`config.mk`:
```
export PLATFORM = sky130hd
export DESIGN_NAME = sram22_req_master
export DESIGN_NICKNAME = d
export VERILOG_FILES = /design/src/rtl/sram22_pkg.sv /design/src/rtl/sram22_rsp_fifo.sv /design/src/rtl/sram22_req_master.sv
export SDC_FILE = /design/constraint.sdc
export NUM_CORES = 1
export LEC_CHECK = 0
export ABC_CLOCK_PERIOD_IN_PS = 4600
export BUFFER_PORTS_ARGS = -buffer_cell sky130_fd_sc_hd__buf_4
export CELL_PAD_IN_SITES_DETAIL_PLACEMENT = 1
export CELL_PAD_IN_SITES_GLOBAL_PLACEMENT = 1
export CORE_ASPECT_RATIO = 1.1
export CORE_MARGIN = 2
export CORE_UTILIZATION = 29
export CTS_CLUSTER_DIAMETER = 150
export DETAILED_ROUTE_END_ITERATION = 10
export PLACE_DENSITY_LB_ADDON = 0.1
export SETUP_SLACK_MARGIN = 0.3
export SYNTH_ARGS = -nofsm -noshare
export SYNTH_HDL_FRONTEND = slang
export SYNTH_SLANG_ARGS = --single-unit
```
`constraint.sdc`:
```
create_clock -name clk -period 4.6 [get_ports clk]
set_input_delay 0.46 -clock clk [delete_from_list [all_inputs] [get_ports clk]]
set_output_delay 0.46 -clock clk [all_outputs]
set_load 0.02 [all_outputs]
```
`src/rtl/sram22_pkg.sv`:
```
// Shared sram22 definitions: default macro geometry and the request record
// used by the sram22 wrappers and their benches.
package sram22_pkg;

  localparam int SRAM22_DATA_WIDTH  = 64;
  localparam int SRAM22_ADDR_WIDTH  = 6;
  localparam int SRAM22_WMASK_WIDTH = 1;

  // One request on the client channel at the default geometry.
  typedef struct packed {
    logic                          we;
    logic [SRAM22_ADDR_WIDTH-1:0]  addr;
    logic [SRAM22_DATA_WIDTH-1:0]  wdata;
    logic [SRAM22_WMASK_WIDTH-1:0] wmask;
  } req_t;

endpackage

```
`src/rtl/sram22_rsp_fifo.sv`:
```
// Small in-order response buffer. The head entry is always visible on
// head_data; the owner guarantees no push when full and no pop when empty.
module sram22_rsp_fifo #(
  parameter int DEPTH = 2,
  parameter int WIDTH = 64
) (
  input  logic                       clk,
  input  logic                       rst_n,
  input  logic                       push,
  input  logic [WIDTH-1:0]           push_data,
  input  logic                       pop,
  output logic [WIDTH-1:0]           head_data,
  output logic [$clog2(DEPTH+1)-1:0] count
);

  localparam int PW = (DEPTH > 1) ? $clog2(DEPTH) : 1;

  logic [WIDTH-1:0] mem [DEPTH];
  logic [PW-1:0]    wr_ptr;
  logic [PW-1:0]    rd_ptr;

  // Pointers wrap at DEPTH, which need not be a power of two.
  function automatic logic [PW-1:0] ptr_inc(input logic [PW-1:0] p);
    return (p == PW'(DEPTH - 1)) ? '0 : p + 1'b1;
  endfunction

  // Storage write on push.
  // NOTE: the storage is reset because the head entry drives the response
  // data port directly and must read as zero after reset.
  always_ff @(posedge clk or negedge rst_n) begin
    if (!rst_n) begin
      for (int i = 0; i < DEPTH; i++) mem[i] <= '0;
    end else if (push) begin
      mem[wr_ptr] <= push_data;
    end
  end

  // Pointer and occupancy bookkeeping.
  // NOTE: sequential state is assigned with <= so every flop sees pre-edge values.
  always_ff @(posedge clk or negedge rst_n) begin
    if (!rst_n) begin
      wr_ptr <= '0;
      rd_ptr <= '0;
      count  <= '0;
    end else begin
      if (push) wr_ptr <= ptr_inc(wr_ptr);
      if (pop)  rd_ptr <= ptr_inc(rd_ptr);
      if (push && !pop)      count <= count + 1'b1;
      else if (pop && !push) count <= count - 1'b1;
    end
  end

  assign head_data = mem[rd_ptr];

endmodule

```
`src/rtl/sram22_req_master.sv`:
```
// Initiator for one sram22 single-port macro: drives the macro straight from
// the request channel, captures 1-cycle-latency read data and returns it
// in order through a credit-protected response buffer.
module sram22_req_master
  import sram22_pkg::*;
#(
  parameter int DATA_WIDTH  = SRAM22_DATA_WIDTH,
  parameter int ADDR_WIDTH  = SRAM22_ADDR_WIDTH,
  parameter int WMASK_WIDTH = SRAM22_WMASK_WIDTH,
  parameter int RSP_DEPTH   = 2
) (
  input  logic                   clk,
  input  logic                   rst_n,
  input  logic                   req_valid,
  output logic                   req_ready,
  input  logic                   req_we,
  input  logic [ADDR_WIDTH-1:0]  req_addr,
  input  logic [DATA_WIDTH-1:0]  req_wdata,
  input  logic [WMASK_WIDTH-1:0] req_wmask,
  output logic                   rsp_valid,
  input  logic                   rsp_ready,
  output logic [DATA_WIDTH-1:0]  rsp_rdata,
  output logic                   sram_we,
  output logic [WMASK_WIDTH-1:0] sram_wmask,
  output logic [ADDR_WIDTH-1:0]  sram_addr,
  output logic [DATA_WIDTH-1:0]  sram_din,
  input  logic [DATA_WIDTH-1:0]  sram_dout,
  output logic                   busy
);

  localparam int CW  = $clog2(RSP_DEPTH + 1);
  localparam int CW1 = CW + 1;

  logic          fire;
  logic          rd_fire;
  logic          pop;
  logic          rd_inflight;
  logic [CW-1:0] fifo_count;
  logic [CW1-1:0] credit_used;

  // A read in flight already owns a buffer slot; a pop this cycle frees one,
  // so rsp_ready feeds req_ready combinationally to keep full throughput.
  assign pop         = rsp_valid && rsp_ready;
  assign credit_used = {1'b0, fifo_count} + CW1'(rd_inflight) - CW1'(pop);
  assign req_ready   = credit_used < CW1'(RSP_DEPTH);

  assign fire    = req_valid && req_ready;
  assign rd_fire = fire && !req_we;

  // The macro samples on the fire edge; we is gated so nothing is written
  // without a handshake.
  assign sram_we    = fire && req_we;
  assign sram_addr  = req_addr;
  assign sram_din   = req_wdata;
  assign sram_wmask = req_wmask;

  // Tracks whether sram_dout carries read data on the next edge.
  always_ff @(posedge clk or negedge rst_n) begin
    if (!rst_n) rd_inflight <= 1'b0;
    else        rd_inflight <= rd_fire;
  end

  sram22_rsp_fifo #(
    .DEPTH (RSP_DEPTH),
    .WIDTH (DATA_WIDTH)
  ) u_rsp_fifo (
    .clk       (clk),
    .rst_n     (rst_n),
    .push      (rd_inflight),
    .push_data (sram_dout),
    .pop       (pop),
    .head_data (rsp_rdata),
    .count     (fifo_count)
  );

  assign rsp_valid = fifo_count != '0;
  assign busy      = rd_inflight || (fifo_count != '0);

endmodule

```
-- Word-level counts from Yosys, hierarchy flattened
Cells that the tools add are included.
- register bits after elaboration: 133
- input bits: 140
- output and inout bits: 139
- logic and storage cells: 41
- add/sub/neg operators: 6
- order comparisons: 4
- mux-type cells: 10
- bitwise gates (word level): 2
- reduce and logical (&&, ||, !) cells: 13
- operator list (kind ; count):
    two-way mux 64 bit ; 4
    bitwise mux 128 bit ; 1
    demux 64 bit (select 1 bit) ; 1
    logical AND 1 bit ; 7
    >= comparator 2 bit (second input constant) ; 2
    two-way mux 2 bit ; 2
    NOT 1 -> 2 bit ; 2
    nonzero test 2 bit ; 2
    adder 2 x 1 -> 3 bit ; 1
    zero test 1 bit ; 3
    < comparator 3 x 2 -> 1 bit (second input constant) ; 1
    subtractor 3 x 1 -> 3 bit ; 1
    adder 1 bit (second input constant) ; 2
    adder 2 x 1 -> 2 bit (second input constant) ; 1
    < comparator 2 x 1 -> 1 bit (second input constant) ; 1
    two-way mux 1 bit ; 2
    subtractor 2 x 1 -> 2 bit (second input constant) ; 1
    logical OR 1 bit ; 1

-- Longest topological paths before layout
Gate-level depths: netlist of run 1.
- word-level depth: 6
- mapped depth: 9
- gate-level depth less buffers: 9

-- Modules after synthesis
A second synthesis of run 1 with hierarchy kept.
- cell total of the unflattened synthesis: 440
- area, all modules: 6686.4 sq um
- by module, submodules not included (module ; times used ; cells each ; area each (sq um) ; seq. area each (sq um)):
    sram22_rsp_fifo ; 1 ; 354 ; 6028.3 ; 3303.2
    sram22_req_master ; 1 ; 86 ; 658.1 ; 25.0

-- Worst setup path before layout of run 1
OpenSTA, ideal clock, no wires.
- path type: register to output
- start point: reg u_rsp_fifo.count[1]
- end point: out sram_we
- arrival time: 2406 ps
- required time: 4140 ps
- setup slack: 1734 ps
- stages on the path, launching flop included: 10
- buffers on the path: 0
- cells stage by stage: dfrtp_1 -> or2_2 -> nand2_1 -> inv_1 -> ha_1 -> or2b_1 -> fa_1 -> xnor2_1 -> nand3_1 -> nor2_1
- word-level cells in the longest chain between the ends: 6
- elaborated cells on any way between the ends: 7
- classes of those cells: add/sub (2); order compare (1); reduce/logical (4)
- ends and longest elaborated chain (what ; RTL line ; text):
    start, declared ; sram22_rsp_fifo.sv:13 ; output logic [$clog2(DEPTH+1)-1:0] count
    start signal, assigned ; sram22_rsp_fifo.sv:48 ; if (push && !pop) count <= count + 1'b1;
    start signal, assigned ; sram22_rsp_fifo.sv:49 ; else if (pop && !push) count <= count - 1'b1;
    nonzero test 2 bit ; sram22_req_master.sv:76 ; assign rsp_valid = fifo_count != '0;
    net rsp_valid ; sram22_req_master.sv:20 ; output logic rsp_valid,
    logical AND 1 bit ; sram22_req_master.sv:43 ; assign pop = rsp_valid && rsp_ready;
    net pop ; sram22_req_master.sv:36 ; logic pop;
    subtractor 3 x 1 -> 3 bit ; sram22_req_master.sv:44 ; assign credit_used = {1'b0, fifo_count} + CW1'(rd_inflight) - CW1'(pop);
    < comparator 3 x 2 -> 1 bit ; sram22_req_master.sv:45 ; assign req_ready = credit_used < CW1'(RSP_DEPTH);
    logical AND 1 bit ; sram22_req_master.sv:47 ; assign fire = req_valid && req_ready;
    logical AND 1 bit ; sram22_req_master.sv:52 ; assign sram_we = fire && req_we;
    end, declared ; sram22_req_master.sv:23 ; output logic sram_we,
The timed path passes the listed nets, and every way through them passes these cells.

-- Final worst setup path of run 1
- start point: reg u_rsp_fifo.count[1]
- end point: out sram_we
- word-level cells in the longest chain between the ends: 6
- elaborated cells on any way between the ends: 7
- classes of those cells: add/sub (2); order compare (1); reduce/logical (4)
- ends and longest elaborated chain (what ; RTL line):
    nonzero test 2 bit ; sram22_req_master.sv:76
    logical AND 1 bit ; sram22_req_master.sv:43
    net pop ; sram22_req_master.sv:36
    subtractor 3 x 1 -> 3 bit ; sram22_req_master.sv:44
    < comparator 3 x 2 -> 1 bit ; sram22_req_master.sv:45
    logical AND 1 bit ; sram22_req_master.sv:47
    logical AND 1 bit ; sram22_req_master.sv:52
The timed path passes the listed nets, and every way through them passes these cells.

==> results of run 1 <==
state kept, by name, summed over array words and instances (netlist names):
register and flops:
u_rsp_fifo.count 2, u_rsp_fifo.rd_ptr 1, u_rsp_fifo.wr_ptr 1, u_rsp_fifo.mem 128, rd_inflight 1
power breakdown:
part           switching, mW  leakage, nW  internal [mW]
clock network          0.540        0.252          0.705
logic                   1.25         1.73           1.71
registers              0.440         1.59           1.76
critical path: cells and delay by family, from the launching register on:
kind,cells,cell delay (ns)
adders and majority gates,2,0.66
buffers and inverters,2,0.21
DFF,1,0.45
and+or+nand+nor,5,0.91
xor gates and xnor gates,1,0.18
path summary, 6_finish.rpt:
check	startpoint	end	slack, ns	cells after the start
min in group clk	req_we	rd_inflight$_DFF_PN0_	0.20	2
worst max register to register	u_rsp_fifo.count[1]$_DFFE_PN0P_	rd_inflight$_DFF_PN0_	2.27	9
worst max-delay path	u_rsp_fifo.count[1]$_DFFE_PN0P_	sram_we	1.30	10
worst min-delay path	rst_n	u_rsp_fifo.mem[118]$_DFFE_PN0P_	0.14	1
worst min register to register	u_rsp_fifo.mem[26]$_DFFE_PN0P_	u_rsp_fifo.mem[26]$_DFFE_PN0P_	0.49	1
max in group asynchronous	rst_n	u_rsp_fifo.mem[98]$_DFFE_PN0P_	3.36	2
cell usage after synthesis:
| library cell | count | area [um^2] |
|---|---|---|
| xor2_1 | 3 | 26.3 |
| nand3_1 | 1 | 5.00 |
| buf_12 | 7 | 140 |
| buf_6 | 6 | 67.6 |
| nor2_1 | 3 | 11.3 |
| fa_1 | 1 | 20.0 |
| nor2b_4 | 1 | 13.8 |
| mux2_1 | 5 | 56.3 |
| buf_2 | 7 | 35.0 |
| or2b_1 | 1 | 7.51 |
| or2_2 | 1 | 6.26 |
| inv_1 | 3 | 11.3 |
| and2_1 | 1 | 6.26 |
| nand2_1 | 1 | 3.75 |
| buf_4 | 71 | 533 |
| xnor2_1 | 3 | 26.3 |
| ha_1 | 2 | 25.0 |
| or3_2 | 1 | 7.51 |
| dfrtp_1 | 133 | 3330 |
| mux2_2 | 127 | 1430 |
| nand2_4 | 1 | 11.3 |
| mux2_4 | 60 | 901 |
cell families (layout without fill, tap and decap cells):
| group | after synthesis | count (layout) | share of synthesized area (%) |
|---|---|---|---|
| adders and majority gates | 3 | 3 | 0.675 |
| xor gates and xnor gates | 6 | 6 | 0.788 |
| buffers and inverters | 94 | 172 | 11.8 |
| muxes | 192 | 192 | 35.8 |
| and+or+nand+nor | 11 | 11 | 1.09 |
| DFF | 133 | 133 | 49.9 |
layout by cell type (no fill, tap or decap), drive strengths merged:
cell	Yosys	layout
dfrtp	133	133
nand3	1	1
inv	3	7
nor2	3	3
clkbuf	0	18
ha	2	2
or3	1	1
clkinvlp	0	5
clkinv	0	4
or2b	1	1
xnor2	3	3
nor2b	1	1
or2	1	1
and2	1	1
nand2	2	2
fa	1	1
mux2	192	192
buf	91	138
xor2	3	3
metal layers:
metal | up-vias | share of wire (%)
li1 | 1586 | -
met1 | 1850 | 41
met2 | 113 | 51
met3 | 24 | 6.8
met4 | 0 | 1.4
met5 | - | 0
layout make-up:
type / instances / area [um^2] / area share (%)
Clock inverter: 13 / 100 / 1.27
Timing Repair Buffer: 138 / 1050 / 13.4
Inverter: 3 / 11.3 / 0.143
Sequential cell: 133 / 3330 / 42.4
Clock buffer: 18 / 439 / 5.58
Tap cell: 300 / 375 / 4.77
Multi-Input combinational cell: 212 / 2560 / 32.5
==> impl_results.md, run 1 <==
- Status: completed
- CP Data Required Time: about 4.1 ns
- DRT iter0 DRCs: 76
- Worst VDD drop: approximately 0.25 mV
- Power density cells: 815 nW/um^2
- Row count: slightly below 60
- Layout area overhead: 17.9%
- Total CTS buffers: 17
- Max Slew Vio Count: 0
- Core ar.: 22700 um^2
- Global-route wire length before repair: 22.7 mm
- GRT Max-Usage Layer: met2
- Rel. slew slack: a little under a third
- Vias in the first global route: 4170
- Root buf cell: clkbuf_16
- Clk slew on worst S/H paths: 0.07 ns
- Setup CP Type: register to primary output
- Die Ht: 163 um
- GRT Util Overall: between 10% and 20%
- Seq cells post-synth: 133
- CP Launch Type: register
- Clk_skew: 0.0139 ns
- Final setup viols: 0
- Total gr overflow: 0
- Number of H-tree levels: 4
- Final hold violations: 0
- Hold WC Path Type: input port to asynchronous set/reset pin
- Hold_ws: 0.136 ns
- Met1 Use GR: 13.9%
- Final core occ: 34.6%
- Worst-path maximum fanout: 5
- Number of max-cap violations: 0
- Placed Cells: 786
- Via-to-Cell Ratio: approximately 4.4
- Syn Inst Count: 439
- Cell Chain, Critical Path: or2_2 > nand2_1 > inv_1 > ha_1 > or2b_1 > fa_1 > xnor2_1 > nand3_1 > nor2_1 > buf_4
- Cell area after layout: about 8000 um^2
- Sink Count: 133
- CTS tree: built
- Die width: 149 um
- Cts hold-fix bufs: 0
- Port buffer count: 136
- Final net count: 648
- RSZ-0062 raised after global routing: no
- Post-DRT Antenna Nets: 0
- Filler Cell Count: 2387
- Period utilisation layout: 71.6%
- Fin Setup TNS: 0 ns
- Setup ws final: 1.30 ns
- CP arrival: 2.84 ns
- GR Util met2: 21.0%
- Layout cells sized above 1: around 70%
- Post-CTS setup buffers: 0
- Final wirelength: around 15 mm
- Via count: 3573
- Final std cells w/o fill: 817
- # diodes: 0
- Critical path's slowest cell: dfrtp_1
- Remaining DRCs: 0
- Crit-path max cell delay: 0.45 ns
- Leakage power: ~3.6 nW
- FMAX: 0.303 GHz
- # IOs: 279
- Antenna violations before repair: 0
- Drt pass-1 iters: 4
- Syn_area_per_cell: 15.2 um^2
- Largest net degree at the start of global routing: between 90 and 100
- Wire per inst: 17.8 um
- Initial core utilization: 29.4%
- Crit path capture type: primary output
- Die area: 24200 um^2
- Mapped Area: 6670 um^2
- Distinct cells, synth: 22
- Pre-CTS setup slack: 1.71 ns
- Post-DP Area: 7330 um^2
- Post-synthesis sequential area ratio: between 40% and 50%
- Worst-Margin Slew: 1.03 ns
- Final min period: 3.30 ns
- Total power: 6.41 mW
- PostCTS Resize Cnt: 0
- Clock tree buffer depth: 2
- GPL Wtd Cong: 0.691
- Syn. warnings: 0
- Grt met3 use: between 4 and 5%
- Dpl hpwl: 8.88 mm
- Post-Syn Nets: between 500 and 600
- Latest clock arrival within the worst-skew pair: ~0.42 ns
Power figures use the tool's default switching activity.
==> run 2: changes to the inputs <==
- ABC_CLOCK_PERIOD_IN_PS: 4600 -> 3000
- clock period: 4.6 -> 3 ns (I/O delays scaled with it)
==> impl_results.md, run 2 (synthesized netlist as in run 1, its figures left out) <==
- Status: complete, but fails checks (was completed)
- Failing checks: hold timing
- Top Registers: u_rsp_fifo.mem x128, u_rsp_fifo.count x2 (unchanged)
- CP Data Required Time: 2.70 ns (was 4.14 ns)
- Worst VDD drop: 0.460 mV (was 0.245 mV)
- Vias in the first global route: 4275 (was 4170)
- Clk slew on worst S/H paths: 0.06 ns (was 0.07 ns)
- Initial core utilization: 29.4% (unchanged)
- Most frequent cells in the layout: buf_4 (145), dfrtp_1 (130), mux2_2 (127) (was buf_4 (136), dfrtp_1 (132), mux2_2 (127))
- Flop2flop setup slack: 0.97 ns (was 2.27 ns)
- Via count: 3645 (was 3573)
- CTS tree: built (unchanged)
- Period utilisation layout: 92.6%
- Total CTS buffers: 17 (unchanged)
- DRT iter0 DRCs: 69 (was 76)
- Die width: 149 um (unchanged)
- Largest Register: u_rsp_fifo.mem (unchanged)
- FMAX: 0.360 GHz
- Placed Cells: 792 (was 786)
- Number of flip-flops in the largest register: 128 (unchanged)
- Drt pass-1 iters: 3 (was 4)
- CP Launch Type: register (unchanged)
- Worst-Margin Slew: 0.943 ns (was 1.03 ns)
- Sink Count: 133 (unchanged)
- Max Slew Vio Count: 0 (unchanged)
- Final setup viols: 0 (unchanged)
- Clk_skew: 0.00971 ns (was 0.0139 ns)
- Setup CP Type: register to primary output (unchanged)
- RSZ-0062 raised after global routing: yes (was no)
- Post-DP Area: 7370 um^2 (was 7330 um^2)
- Post-DRT Antenna Nets: 0 (unchanged)
- Total gr overflow: 0 (unchanged)
- Row count: 58 (unchanged)
- Final min period: 2.78 ns
- Final core occ: 35.3% (was 34.6%)
- Setup ws final: 0.221 ns (was 1.30 ns)
- Pre-CTS setup slack: 0.272 ns (was 1.71 ns)
- # IOs: 279 (unchanged)
- Hold WC Path Type: input port to asynchronous set/reset pin (unchanged)
- GRT Util Overall: 13.0% (was 12.4%)
- GPL Wtd Cong: 0.645 (was 0.691)
- Worst-path maximum fanout: 2 (was 5)
- Hold_ws: -0.00253 ns (was 0.136 ns)
- Root buf cell: clkbuf_16 (unchanged)
- Die area: 24200 um^2 (unchanged)
- Clock tree buffer depth: 2 (unchanged)
- Global-route wire length before repair: 23.7 mm (was 22.7 mm)
- # diodes: 0 (unchanged)
- Fin Setup TNS: 0 ns (unchanged)
- Final hold violations: 6 (was 0)
- Die Ht: 163 um (unchanged)
- Layout area overhead: 20.3% (was 17.9%)
- Leakage power: 3.64 nW (was 3.57 nW)
- Port buffer count: 136 (unchanged)
- Final net count: 659 (was 648)
- CP arrival: 2.48 ns (was 2.84 ns)
- Via-to-Cell Ratio: 4.40 (was 4.37)
- Crit path capture type: primary output (unchanged)
- Rel. slew slack: 37.2% (was 31.6%)
- Total power: 10.1 mW (was 6.41 mW)
- Latest clock arrival within the worst-skew pair: 0.42 ns (about the same)
- Antenna violations before repair: 0 (unchanged)
- Leading cell type in the layout, fill and taps excluded: buf_4 (unchanged)
- Core ar.: 22700 um^2 (unchanged)
- Layout cells sized above 1: 72.0% (was 69.8%)
- Cell area after layout: 8030 um^2 (was 7870 um^2)
- Dpl hpwl: 9.72 mm (was 8.88 mm)
- Number of max-cap violations: 0 (unchanged)
- Largest net degree at the start of global routing: 100 (was 98)
- Number of H-tree levels: 4 (unchanged)
- Final wirelength: 15.0 mm (was 14.6 mm)
- Wire per inst: 18.1 um (was 17.8 um)
- Final std cells w/o fill: 829 (was 817)
- Remaining DRCs: 0 (unchanged)
- Power density cells: 1260 nW/um^2 (was 815 nW/um^2)
==> run 2: cell types whose count changed in the layout (fill, tap and decap cells not counted), sizes merged <==
cell and delta:
bufinv +1, clkinvlp +1, clkinv -1, clkbuf +1, buf +11, inv -1
==> run 2: metal layers <==
layer	up-vias	wire length [um]	track usage, %
met5	-	0	0
met4	0	261	4.29
met3	40	942	5.03
met2	105	7900	23.2
met1	1902	5860	14.0
li1	1598	-	-
==> run 2: area by class of cell <==
cell class,count,area [um^2]
well taps,300,375
repair buffers,149,1140
flip-flops and latches,133,3330
inverters,3,13.8
multi-input cells,212,2600
clock buffers,19,443
fillers,2333,14700
clock inverters,13,124
==> run 2: power breakdown <==
| part | internal (mW) | switching [mW] |
|---|---|---|
| Clock | 1.17 | 0.827 |
| Sequential | 2.71 | 0.483 |
| Combinational | 2.73 | 2.17 |
==> run 2: critical path, cell delays in order, from the launching register on <==
cell and delay, ns:
dfrtp_2 0.40, or2_4 0.26, nand2_4 0.07, inv_4 0.04, ha_4 0.19, or2b_1 0.24
fa_2 0.38, xnor2_2 0.16, nand3_2 0.10, nor2_2 0.10, buf_6 0.12
==> run 2: final timing paths <==
check / startpoint / to / cells after the start
setup / recovery: u_rsp_fifo.count[1]$_DFFE_PN0P_ / sram_we / 10
min in group clk: req_we / rd_inflight$_DFF_PN0_ / 2
hold reg to reg: u_rsp_fifo.mem[52]$_DFFE_PN0P_ / u_rsp_fifo.mem[52]$_DFFE_PN0P_ / 1
max in group asynchronous: rst_n / u_rsp_fifo.mem[81]$_DFFE_PN0P_ / 2
setup reg to reg: u_rsp_fifo.count[1]$_DFFE_PN0P_ / rd_inflight$_DFF_PN0_ / 9
hold / removal: rst_n / u_rsp_fifo.mem[53]$_DFFE_PN0P_ / 1
==> run 2: timing repair <==
item                                    CTS  global route
buffers inserted                          2             3
resized for setup                        10             3
pin swaps                                 7             6
gates cloned                              0             0
hold buffers                              0             0
endpoints found under the setup margin    2             2
==> run 3: changes to the inputs <==
- HOLD_SLACK_MARGIN: unset -> 0.02
- SKIP_CTS_REPAIR_TIMING: unset -> 1
==> impl_results.md, run 3 (synthesized netlist as in run 1, its figures left out) <==
- Largest Register: u_rsp_fifo.mem (unchanged)
- Wire per inst: 18.1 um (about the same)
- Most frequent cells in the layout: buf_4 (145), dfrtp_1 (130), mux2_2 (127) (unchanged)
- Setup ws final: 0.0529 ns (was 0.221 ns)
- Largest net degree at the start of global routing: 100 (unchanged)
- Hold_ws: -0.00259 ns (was -0.00253 ns)
- Hold WC Path Type: input port to asynchronous set/reset pin (unchanged)
- Die area: 24200 um^2 (unchanged)
- FMAX: 0.339 GHz (was 0.360 GHz)
- Final setup viols: 0 (unchanged)
- Clock tree buffer depth: 2 (unchanged)
- Leakage power: 3.64 nW (about the same)
- Max Slew Vio Count: 0 (unchanged)
- Combinational share of power: 48.4% (was 48.6%)
- Clk slew on worst S/H paths: 0.06 ns (about the same)
- CTS tree: built (unchanged)
- Post-DRT Antenna Nets: 0 (unchanged)
- Post-DP Area: 7370 um^2 (unchanged)
- Number of max-cap violations: 0 (unchanged)
- Core ar.: 22700 um^2 (unchanged)
- Top Registers: u_rsp_fifo.mem x128, u_rsp_fifo.count x2 (unchanged)
- Leading cell type in the layout, fill and taps excluded: buf_4 (unchanged)
- Crit path capture type: primary output (unchanged)
- CP Launch Type: register (unchanged)
- Clk_skew: 0.00971 ns (about the same)
- Switching power: 3.48 mW (about the same)
- Area taken by multi-input logic gates: 2600 um^2 (unchanged)
- Final core occ: 35.3% (unchanged)
- Failing checks: hold timing (unchanged)
- Via-to-Cell Ratio: 4.39 (was 4.40)
- Number of flip-flops in the largest register: 128 (unchanged)
- Fin Setup TNS: 0 ns (unchanged)
- Pre-CTS setup slack: 0.272 ns (unchanged)
- GRT Util Overall: 12.9% (was 13.0%)
- Power density cells: 1260 nW/um^2 (about the same)
- Rel. slew slack: 37.4% (was 37.2%)
- Register share of total power: 31.7% (was 31.6%)
- CP arrival: 2.65 ns (was 2.48 ns)
- Total gr overflow: 0 (unchanged)
- Final net count: 659 (unchanged)
- Antenna violations before repair: 0 (unchanged)
- Port buffer count: 136 (unchanged)
- Final min period: 2.95 ns (was 2.78 ns)
- Cell area after layout: 8030 um^2 (unchanged)
- Vias in the first global route: 4251 (was 4275)
- Total CTS buffers: 17 (unchanged)
- Status: complete, but fails checks (unchanged)
- Via count: 3643 (was 3645)
- Layout area overhead: 20.3% (unchanged)
- Sequential standard cell area: 3330 um^2 (unchanged)
- Clock power frac: 19.8% (about the same)
- Number of H-tree levels: 4 (unchanged)
- Drt pass-1 iters: 4 (was 3)
- Die Ht: 163 um (unchanged)
- Latest clock arrival within the worst-skew pair: 0.42 ns (about the same)
- Worst-Margin Slew: 0.939 ns (was 0.943 ns)
- Filler Cell Count: 2331 (was 2333)
- Switching share of power: 34.5% (about the same)
- Die width: 149 um (unchanged)
- Final hold violations: 6 (unchanged)
- Global-route wire length before repair: 23.6 mm (was 23.7 mm)
- Setup CP Type: register to primary output (unchanged)
- Power Internal: 6.60 mW (was 6.61 mW)
- Final wirelength: 15.0 mm (about the same)
- Worst-path maximum fanout: 5 (was 2)
- Period utilisation layout: 98.2% (was 92.6%)
- CP Data Required Time: 2.70 ns (about the same)
- Row count: 58 (unchanged)
- Dpl hpwl: 9.72 mm (unchanged)
- # diodes: 0 (unchanged)
- Sink Count: 133 (unchanged)
- Worst VDD drop: 0.460 mV (about the same)
- RSZ-0062 raised after global routing: yes (unchanged)
- DRT iter0 DRCs: 74 (was 69)
- GPL Wtd Cong: 0.645 (unchanged)
- Root buf cell: clkbuf_16 (unchanged)
- Layout cells sized above 1: 72.0% (unchanged)
- Initial core utilization: 29.4% (unchanged)
- # IOs: 279 (unchanged)
- Remaining DRCs: 0 (unchanged)
run 3: cell counts in the layout (fill, tap and decap cells not counted):
No cell type changed its count.
run 3: area by class of cell:
type	instances	share of cell area, %
Inverter	3	0.171
Multi-Input combinational cell	212	32.4
Sequential cell	133	41.5
Timing Repair Buffer	149	14.2
Clock buffer	19	5.52
Clock inverter	13	1.54
Tap cell	300	4.68
run 3: worst paths after layout:
| check | end | from | cells past startpoint | slack [ns] |
|---|---|---|---|---|
| max | sram_we | u_rsp_fifo.count[1]$_DFFE_PN0P_ | 10 | 0.05 |
| min | u_rsp_fifo.mem[53]$_DFFE_PN0P_ | rst_n | 1 | -0.003 |
| max reg2reg | rd_inflight$_DFF_PN0_ | u_rsp_fifo.count[1]$_DFFE_PN0P_ | 9 | 0.82 |
| min reg2reg | u_rsp_fifo.mem[52]$_DFFE_PN0P_ | u_rsp_fifo.mem[52]$_DFFE_PN0P_ | 1 | 0.49 |
| max in group asynchronous | u_rsp_fifo.mem[81]$_DFFE_PN0P_ | rst_n | 2 | 2.15 |
| min in group clk | rd_inflight$_DFF_PN0_ | req_we | 2 | 0.05 |
run 3: critical path, stage by stage (launching register included):
cell and delay [ns]:
dfrtp_2 0.45, or2_4 0.26, nand2_4 0.08, inv_4 0.04, ha_4 0.19, or2b_1 0.25, fa_2 0.41, xnor2_2 0.20
nand3_2 0.12, nor2_2 0.12, buf_6 0.12
run 3: per-layer routing:
metal	track usage (%)	up-vias	part of all wire [%]
met5	0	-	0
met4	4.29	0	1.7
met3	5.03	40	6.3
met2	23.1	105	53
met1	13.9	1900	39
li1	-	1598	-
run 3: per-stage QoR:
stage | cells | total power [mW] | hold WS [ns]
floorplan | 439 | 6.60 | 0.00441
global placement | 792 | 7.95 | 0.464
detailed placement | 792 | 8.08 | 0.476
CTS | 824 | 10.2 | 0.0239
global route | 829 | 10.8 | 0.0275
finish | 829 | 10.1 | -0.00259
run 3: power groups by stage:
stage	sequential, mW	clock, mW	combinational, mW
after floorplan	3.04	0	3.56
after global placement	3.16	0	4.79
after detailed placement	3.23	0	4.86
after CTS	3.21	2.08	4.88
after global routing	3.33	2.17	5.25
final	3.20	2.00	4.88
